[src/rtl/name_field_arbiter.sv]
// name_field_arbiter
//   Serializes compressed words from NUM_FIELDS parallel field compressors
//   onto one valid/ready output port. Each field owns a one-entry holding
//   buffer; a round-robin pointer picks the next buffer to drain. The word
//   that completes a full name line (every field seen once) carries out_last.
//   A field rewritten before it drained raises a sticky overflow bit.
//
// Ports
//   clk, rst     clock, asynchronous active-high reset
//   field_data   NUM_FIELDS*DATA_W concatenated words, field i at [i*DATA_W +: DATA_W]
//   field_w      per-field write strobes
//   out_data     serialized word
//   out_field    source field of out_data
//   out_last     word completes the current name line
//   out_valid    output slot holds a word
//   out_ready    consumer accepts the word on valid && ready
//   overflow     sticky per-field overrun flags

// Per-field holding buffer: one data register, a pending flag and the
// sticky overrun flag.
module name_field_slot #(
    parameter int DATA_W = 160
) (
    input  logic              clk,
    input  logic              rst,
    input  logic              wr,
    input  logic [DATA_W-1:0] wdata,
    input  logic              grant,
    output logic [DATA_W-1:0] hold_data,
    output logic              pend,
    output logic              ovf
);
    logic [DATA_W-1:0] data_q, data_d;
    logic              pend_q, pend_d;
    logic              ovf_q, ovf_d;

    always_comb begin
        data_d = wr ? wdata : data_q;
        // A write in the grant cycle refills the buffer, so pend stays set.
        pend_d = wr | (pend_q & ~grant);
        // Overrun only when the pending word is lost, not when it is drained
        // in the same cycle as the new write.
        ovf_d  = ovf_q | (wr & pend_q & ~grant);
    end

    always_ff @(posedge clk or posedge rst) begin
        if (rst) begin
            data_q <= '0;
            pend_q <= 1'b0;
            ovf_q  <= 1'b0;
        end else begin
            data_q <= data_d;
            pend_q <= pend_d;
            ovf_q  <= ovf_d;
        end
    end

    assign hold_data = data_q;
    assign pend      = pend_q;
    assign ovf       = ovf_q;
endmodule

module name_field_arbiter #(
    parameter int NUM_FIELDS = 10,
    parameter int DATA_W     = 160,
    parameter int IDX_W      = 4
) (
    input  logic                         clk,
    input  logic                         rst,
    input  logic [NUM_FIELDS*DATA_W-1:0] field_data,
    input  logic [NUM_FIELDS-1:0]        field_w,
    output logic [DATA_W-1:0]            out_data,
    output logic [IDX_W-1:0]             out_field,
    output logic                         out_last,
    output logic                         out_valid,
    input  logic                         out_ready,
    output logic [NUM_FIELDS-1:0]        overflow
);
    logic [NUM_FIELDS-1:0][DATA_W-1:0] hold_data;
    logic [NUM_FIELDS-1:0]             pend;
    logic [NUM_FIELDS-1:0]             grant_vec;

    logic [DATA_W-1:0]     out_data_q, out_data_d;
    logic [IDX_W-1:0]      out_field_q, out_field_d;
    logic                  out_last_q, out_last_d;
    logic                  out_valid_q, out_valid_d;
    logic [IDX_W-1:0]      rr_q, rr_d;
    logic [NUM_FIELDS-1:0] seen_q, seen_d;

    logic                  slot_free;
    logic                  grant_vld;
    logic [IDX_W-1:0]      grant_idx;
    logic [NUM_FIELDS-1:0] seen_set;

    for (genvar i = 0; i < NUM_FIELDS; i++) begin : g_slot
        name_field_slot #(.DATA_W(DATA_W)) u_slot (
            .clk       (clk),
            .rst       (rst),
            .wr        (field_w[i]),
            .wdata     (field_data[i*DATA_W +: DATA_W]),
            .grant     (grant_vec[i]),
            .hold_data (hold_data[i]),
            .pend      (pend[i]),
            .ovf       (overflow[i])
        );
    end

    assign slot_free = ~out_valid_q | out_ready;

    // Round-robin search: first pending field at or after rr, with wrap.
    always_comb begin
        grant_vld = 1'b0;
        grant_idx = '0;
        for (int k = 0; k < NUM_FIELDS; k++) begin
            if (slot_free && !grant_vld && pend[(int'(rr_q) + k) % NUM_FIELDS]) begin
                grant_vld = 1'b1;
                grant_idx = IDX_W'((int'(rr_q) + k) % NUM_FIELDS);
            end
        end
        grant_vec = grant_vld ? (NUM_FIELDS'(1) << grant_idx) : '0;
    end

    always_comb begin
        out_data_d  = out_data_q;
        out_field_d = out_field_q;
        out_last_d  = out_last_q;
        out_valid_d = out_valid_q;
        rr_d        = rr_q;
        seen_d      = seen_q;
        seen_set    = seen_q | grant_vec;
        if (grant_vld) begin
            out_data_d  = hold_data[grant_idx];
            out_field_d = grant_idx;
            out_valid_d = 1'b1;
            rr_d        = (grant_idx == IDX_W'(NUM_FIELDS - 1)) ? '0 : grant_idx + 1'b1;
            if (&seen_set) begin
                out_last_d = 1'b1;
                seen_d     = '0;
            end else begin
                out_last_d = 1'b0;
                seen_d     = seen_set;
            end
        end else if (slot_free) begin
            // Nothing to send: drop valid, data/field simply hold.
            out_valid_d = 1'b0;
            out_last_d  = 1'b0;
        end
    end

    always_ff @(posedge clk or posedge rst) begin
        if (rst) begin
            out_data_q  <= '0;
            out_field_q <= '0;
            out_last_q  <= 1'b0;
            out_valid_q <= 1'b0;
            rr_q        <= '0;
            seen_q      <= '0;
        end else begin
            out_data_q  <= out_data_d;
            out_field_q <= out_field_d;
            out_last_q  <= out_last_d;
            out_valid_q <= out_valid_d;
            rr_q        <= rr_d;
            seen_q      <= seen_d;
        end
    end

    assign out_data  = out_data_q;
    assign out_field = out_field_q;
    assign out_last  = out_last_q;
    assign out_valid = out_valid_q;
endmodule

[config.mk]
export PLATFORM = sky130hd
export DESIGN_NAME = name_field_arbiter
export DESIGN_NICKNAME = d
export VERILOG_FILES = /design/src/rtl/name_field_arbiter.sv
export SDC_FILE = /design/constraint.sdc
export NUM_CORES = 2
export LEC_CHECK = 0
export CAP_MARGIN = 20
export CORE_AREA = 2 2 700 702
export DETAILED_ROUTE_END_ITERATION = 6
export DIE_AREA = 0 0 702 704
export GPL_TIMING_DRIVEN = 0
export PLACE_DENSITY = 0.46
export SLEW_MARGIN = 10
export SYNTH_ARGS = -nofsm -noshare
export SYNTH_HDL_FRONTEND = slang
export SYNTH_SLANG_ARGS = --single-unit
[constraint.sdc]
create_clock -name clk -period 62.9 [get_ports clk]
set_input_delay 12.58 -clock clk [delete_from_list [all_inputs] [get_ports clk]]
set_output_delay 12.58 -clock clk [all_outputs]
set_load 0.1 [all_outputs]
# [Word-level counts from Yosys, hierarchy flattened]
# Index checks and enable logic that the tools add are counted.
[totals] mem_bits_ro=0 word_cells=221 output_inout_bits=176 ram_bits=0 mem_count=0 inputBits=1613 regBits=1800 latch_bits=0
[op_classes] div_mod_pow=10 n_mul=0 reduce_logical=30 bitwise=63 add_sub_neg=10 n_lt_le_gt_ge=11 eq_ne=1 mux=59 shifts=1
[op_table] operator="$bmux W160 S4" count=1
[op_table] operator="$lt A32 B6 Y1 const B" count=10
[op_table] operator="$mod A32 B5 Y32 const B" count=9
[op_table] operator="$mux W160" count=1
[op_table] operator="$mux W4" count=11
[op_table] operator="$bmux W1 S4" count=10
[op_table] operator="$mux W1" count=34
[op_table] operator="$mod A5 B5 Y32 const B" count=1
[op_table] operator="$and A1 B1 Y1" count=30
[op_table] operator="$or A1 B1 Y1" count=21
[op_table] operator="$add A4 B3 Y5 const B" count=4
[op_table] operator="$mux W10" count=2
[op_table] operator="$logic_and A1 B1 Y1" count=19
[op_table] operator="$not A1 Y1" count=11
[op_table] operator="$add A4 B2 Y5 const B" count=2
[op_table] operator="$add A4 B4 Y5 const B" count=2
[op_table] operator="$or A10 B10 Y10" count=1
[op_table] operator="$reduce_and A10 Y1" count=1
[op_table] operator="$shl A1 B4 Y10 const A" count=1
[op_table] operator="$logic_not A1 Y1" count=9
[op_table] operator="$add A4 B1 Y5 const B" count=1
[op_table] operator="$lt A4 B5 Y1 const B" count=1
[op_table] operator="$add A4 B1 Y4 const B" count=1
[op_table] operator="$eq A4 B4 Y1 const B" count=1
[op_table] operator="$reduce_bool A2 Y1" count=1

# [Longest topological paths before layout]
[depth] ltp_word=48 mapped_depth=31 depth_no_buf=23

# [Cells and area by module]
# Synthesis repeated with hierarchy kept, for this count alone.
[hier_totals] hier_cells=6564 area_unflattened_um2=87575.2
[by_module_without_submodules] module="name_field_slot" instances=10 seq_area_each_um2=4053.9 cells_each=344 area_per_inst_um2=6324.8
[by_module_without_submodules] module="name_field_arbiter" instances=1 seq_area_each_um2=4504.3 cells_each=3124 area_per_inst_um2=24327.1

# [Worst setup path after synthesis]
# Ideal clock, no wire load.
[synth_path] path_kind="input-to-reg" start="input out_ready" end="register seen_q[0]" setup_ns=0.126 n_path_buf=6 setup_slack_ns=46.525 t_arrival_ns=16.249 stages=20 required_ns=62.774 cell_sequence="nor2b_1 clkbuf_1 or2_2 a2111oi_0 a31oi_1 and2_1 nor4b_4 a21boi_2 o21a_1 buf_4 buf_6 buf_6 buf_2 nor2_1 ha_1 nand3_1 or2_2 a2111oi_2 buf_4 a21oi_1"
[synth_via] elab_chain_cells=44 elab_cells_between_ends=54 cone_classes="1 x shift; 22 x mux; 2 x bitwise; 29 x reduce/logical"
[synth_lines] item="start: declaration" line="76" source="input logic out_ready,"
[synth_lines] item="$or A1 B1 Y1 (*)" line="108" source="assign slot_free = ~out_valid_q | out_ready;"
[synth_lines] item="$logic_and A1 B1 Y1" line="115" source="if (slot_free && !grant_vld && pend[(int'(rr_q) + k) % NUM_FIELDS]) begin"
[synth_lines] item="$mux W1" line="115"
[synth_lines] item="$logic_not A1 Y1" line="115"
[synth_lines] item="$logic_and A1 B1 Y1 (2 in series)" line="115"
[synth_lines] item="$mux W1" line="115"
[synth_lines] item="$logic_not A1 Y1" line="115"
[synth_lines] item="$logic_and A1 B1 Y1 (2 in series)" line="115"
[synth_lines] item="[... 25 more ...]"
[synth_lines] item="$logic_not A1 Y1" line="115"
[synth_lines] item="$logic_and A1 B1 Y1 (2 in series)" line="115"
[synth_lines] item="$mux W4" line="115"
[synth_lines] item="$shl A1 B4 Y10" line="120" source="grant_vec = grant_vld ? (NUM_FIELDS'(1) << grant_idx) : '0;"
[synth_lines] item="$mux W10" line="120"
[synth_lines] item="$or A10 B10 Y10" line="130" source="seen_set = seen_q | grant_vec;"
[synth_lines] item="$reduce_and A10 Y1" line="136" source="if (&seen_set) begin"
[synth_lines] item="$mux W10" line="136"
[synth_lines] item="end signal: assignment" line="164" source="seen_q <= seen_d;"
[synth_lines] item="end: declaration" line="88" source="logic [NUM_FIELDS-1:0] seen_q, seen_d;"
# Every way passes the cells marked *; elsewhere a longest branch is shown, timed or not.
# A chain may end at the register's enable or synchronous reset.

# [Final worst setup path]
[layout_path] start="input out_ready" end="register seen_q[7]"
# Same word-level chain as after synthesis.

==> results by group <==
Route
  • Vias: 65000
  • Vias per std cell: 4.44
  • Drt initial violations: 5767
  • Final WL: 559 mm
  • DR pass1 iterations: 5
  • Remaining DRCs: 0
  • Routed wire per std cell: 38.2 microns
  • Antenna Violating Nets Remaining: 0

Synthesis
  • Post-synthesis sequential area ratio: 55.1%
  • Mean Syn Cell Area: between 10 and 15 sq um
  • Post-synth top area cell: dfrtp_1
  • Post-synth ARST share: 100%
  • Top FF cell, synth: dfrtp_1
  • Synth warnings: 0
  • Synth top area share: 55.1%
  • Yosys cell types: 110
  • Mapped Nets: 7308
  • Cells after synthesis: 5660
  • Top cells by area, synth: dfrtp_1, mux2_2, mux4_2
  • Synth Cell Area: approximately 82000 sq um
  • Post-synth EDFFs: 0
  • Most frequent cell after synthesis: dfrtp_1
  • Yosys reg bits: 1800
  • Synth top cells by count: dfrtp_1, mux2_2, clkbuf_1

Timing
  • Tmin final: 19130 ps
  • Fmax: around 52 MHz
  • Final worst path period share: 30.4%
  • RSZ-0062 raised after global routing: false
  • Final setup violation count: 0
  • Slew Limit Fails: 0
  • Final setup TNS: 0 ps
  • Max-slew headroom: 19.2%
  • Worst slew pin tran: 1210 ps
  • Setup Skew: roughly 88 ps
  • Final hold vios: 0

Critical path
  • CP startpoint kind: input port
  • Worst Setup End Kind: register
  • FF-to-FF Start: rr_q[1]
  • Worst-path fanout max: 10
  • Required time worst endpoint: roughly 64000 ps
  • Critical path class: in2reg
  • Crit path DAT: 19950 ps
  • Worst Setup SP: out_ready

CTS
  • Post-CTS sizing: 0
  • Clock Sinks: 1800
  • Clock latency at the later pin of the worst-skew pair: between 900 and 1000 ps
  • H-tree Lvls: 4
  • CTS tree: yes
  • Clock Path Buffers: 4
  • Hold Buf Count CTS: 0
  • Post-CTS Setup Repair Bufs: 0
  • Root Buffer: clkbuf_16
  • Clock transition at path regs: 60 ps
  • TritonCTS buffer count: 227

Finish
  • Cell Count, Final, Fillers Out: 14600
  • Layout Utilization: 24.2%
  • Area growth, synth to finish: 44.5%
  • Final non-filler cell area: 118000 sq um
  • Layout Nets: 9444
  • Layout cells sized above 1: 33.2%

Die
  • Core Footprint: 487000 sq um
  • # rows: 257
  • I/O pin total: 1789
  • Die width: 702 microns
  • Initial Utilization: 16.8%
  • Die height: 704 microns
  • Die Area: 494000 sq um

Flow run
  • MaxCap Viol Count: 0

Global route
  • Initial antenna violation count: a little over 400
  • GR Util met3: 7.29%
  • Met1 Use GR: a little over a quarter
  • All-Layer GR Usage: a little over a fifth
  • First-pass GRT wire length: 708 mm
  • Number of global-route vias before repair: 66100
  • Grt peak-use layer: met2
  • Gr ovfl total: 0
  • Largest net degree at the start of global routing: 40
  • Met2 GRT Util: 35.5%

Placement
  • Port Buf Inserts: 1778
  • GP Congestion: 0.927
  • Detailed placement HPWL: roughly 470 mm
  • Cell area after placement: 110000 sq um
  • Placed cells: around 14000

Min path
  • Worst hold path type: reg2reg
  • Min-Delay Startpoint: g_slot[5].u_slot.ovf

Run status
  • Status: complete, no violations
## final timing paths
path,endpoint,slack (ps),depth (start not counted)
max in group asynchronous,g_slot[0].u_slot.hold_data[78],46900,16
min in group asynchronous,g_slot[5].u_slot.hold_data[17],12000,2
hold / removal,g_slot[5].u_slot.ovf,490,1
setup / recovery,seen_q[7],43770,19
setup reg to reg,seen_q[7],52710,26
hold reg to reg,g_slot[5].u_slot.ovf,490,1
## kinds of logic (layout without fill, tap and decap cells)
family	Yosys count	in the layout	share of synthesized area, %
mux	2045	2045	31.2
flops	1800	1800	55.1
compound gates	796	796	7.34
simple gates	499	499	2.80
buf+inv	455	2771	2.59
fa+ha+maj	43	43	0.635
xor+xnor	22	22	0.263
other cells	0	180	0
## routing by layer
metal,vias to the layer above,part of all wire [%]
met3,908,9.1
met5,-,0.13
met4,112,3.4
li1,25900,-
met1,34700,41
met2,3431,47
## through the flow
stage | setup WS (ps) | hold slack [ps]
6_report | 43770 | 494
3_3_place_gp | 12570 | 474
3_5_place_dp | 42930 | 481
2_1_floorplan | 25350 | 443
4_1_cts | 43990 | 493
5_1_grt | 43650 | 512
## worst max-delay path, stage by stage
cell and delay (ps):
clkdlybuf4s50_1 410, nor2b_1 120, clkbuf_1 700, clkbuf_1 720, a211oi_2 240, nor2_1 390
nand4_4 180, nor3b_1 320, a211o_1 220, and3_1 150, buf_4 410, clkbuf_2 710
clkbuf_1 830, ha_1 430, nand3_1 250, or2_2 400, a2111oi_2 390, buf_4 260
a21oi_1 80
## state kept, by name, summed over array words and instances, names as in the netlist, 4 cells and up
register	cells
g_slot.u_slot.hold_data	1600
g_slot.u_slot.ovf	10
g_slot.u_slot.pend	10
out_data	160
out_field	4
rr_q	4
seen_q	10
## placed cells by master (no fill, tap or decap), drive strengths merged, types with 10 or more instances in the layout
| cell | count |
|---|---|
| a2111oi | 10 |
| a211o | 10 |
| a211oi | 16 |
| a21o | 16 |
| a21oi | 200 |
| a221oi | 163 |
| a22oi | 119 |
| a311o | 48 |
| a31o | 13 |
| a31oi | 13 |
| and2 | 10 |
| and3 | 11 |
| buf | 278 |
| bufinv | 10 |
| clkbuf | 650 |
| clkdlybuf4s50 | 1744 |
| clkinv | 49 |
| dfrtp | 1800 |
| diode | 180 |
| ha | 35 |
| inv | 32 |
| mux2 | 1699 |
| mux2i | 112 |
| mux4 | 234 |
| nand2 | 159 |
| nand2b | 11 |
| nand3 | 17 |
| nor2 | 217 |
| nor3 | 11 |
| nor4 | 11 |
| o211ai | 14 |
| o21ai | 40 |
| o22ai | 15 |
| o2bb2ai | 47 |
| or2 | 11 |
| xnor2 | 19 |
## layout make-up
class                      count  area (sq um)
antenna                      180           450
buffer                       428          2110
clock buffer                 337          6620
clock inverter                72           867
fill                       51200        369000
inverter                      27           105
multi-input combinational   3405         34600
sequential                  1800         45000
tap                         6475          8100
timing repair buffer        1907         20200
Power is left out: the tool's default activity adds up to more than one toggle a clock period on the data nets, which glitch-free logic cannot reach.
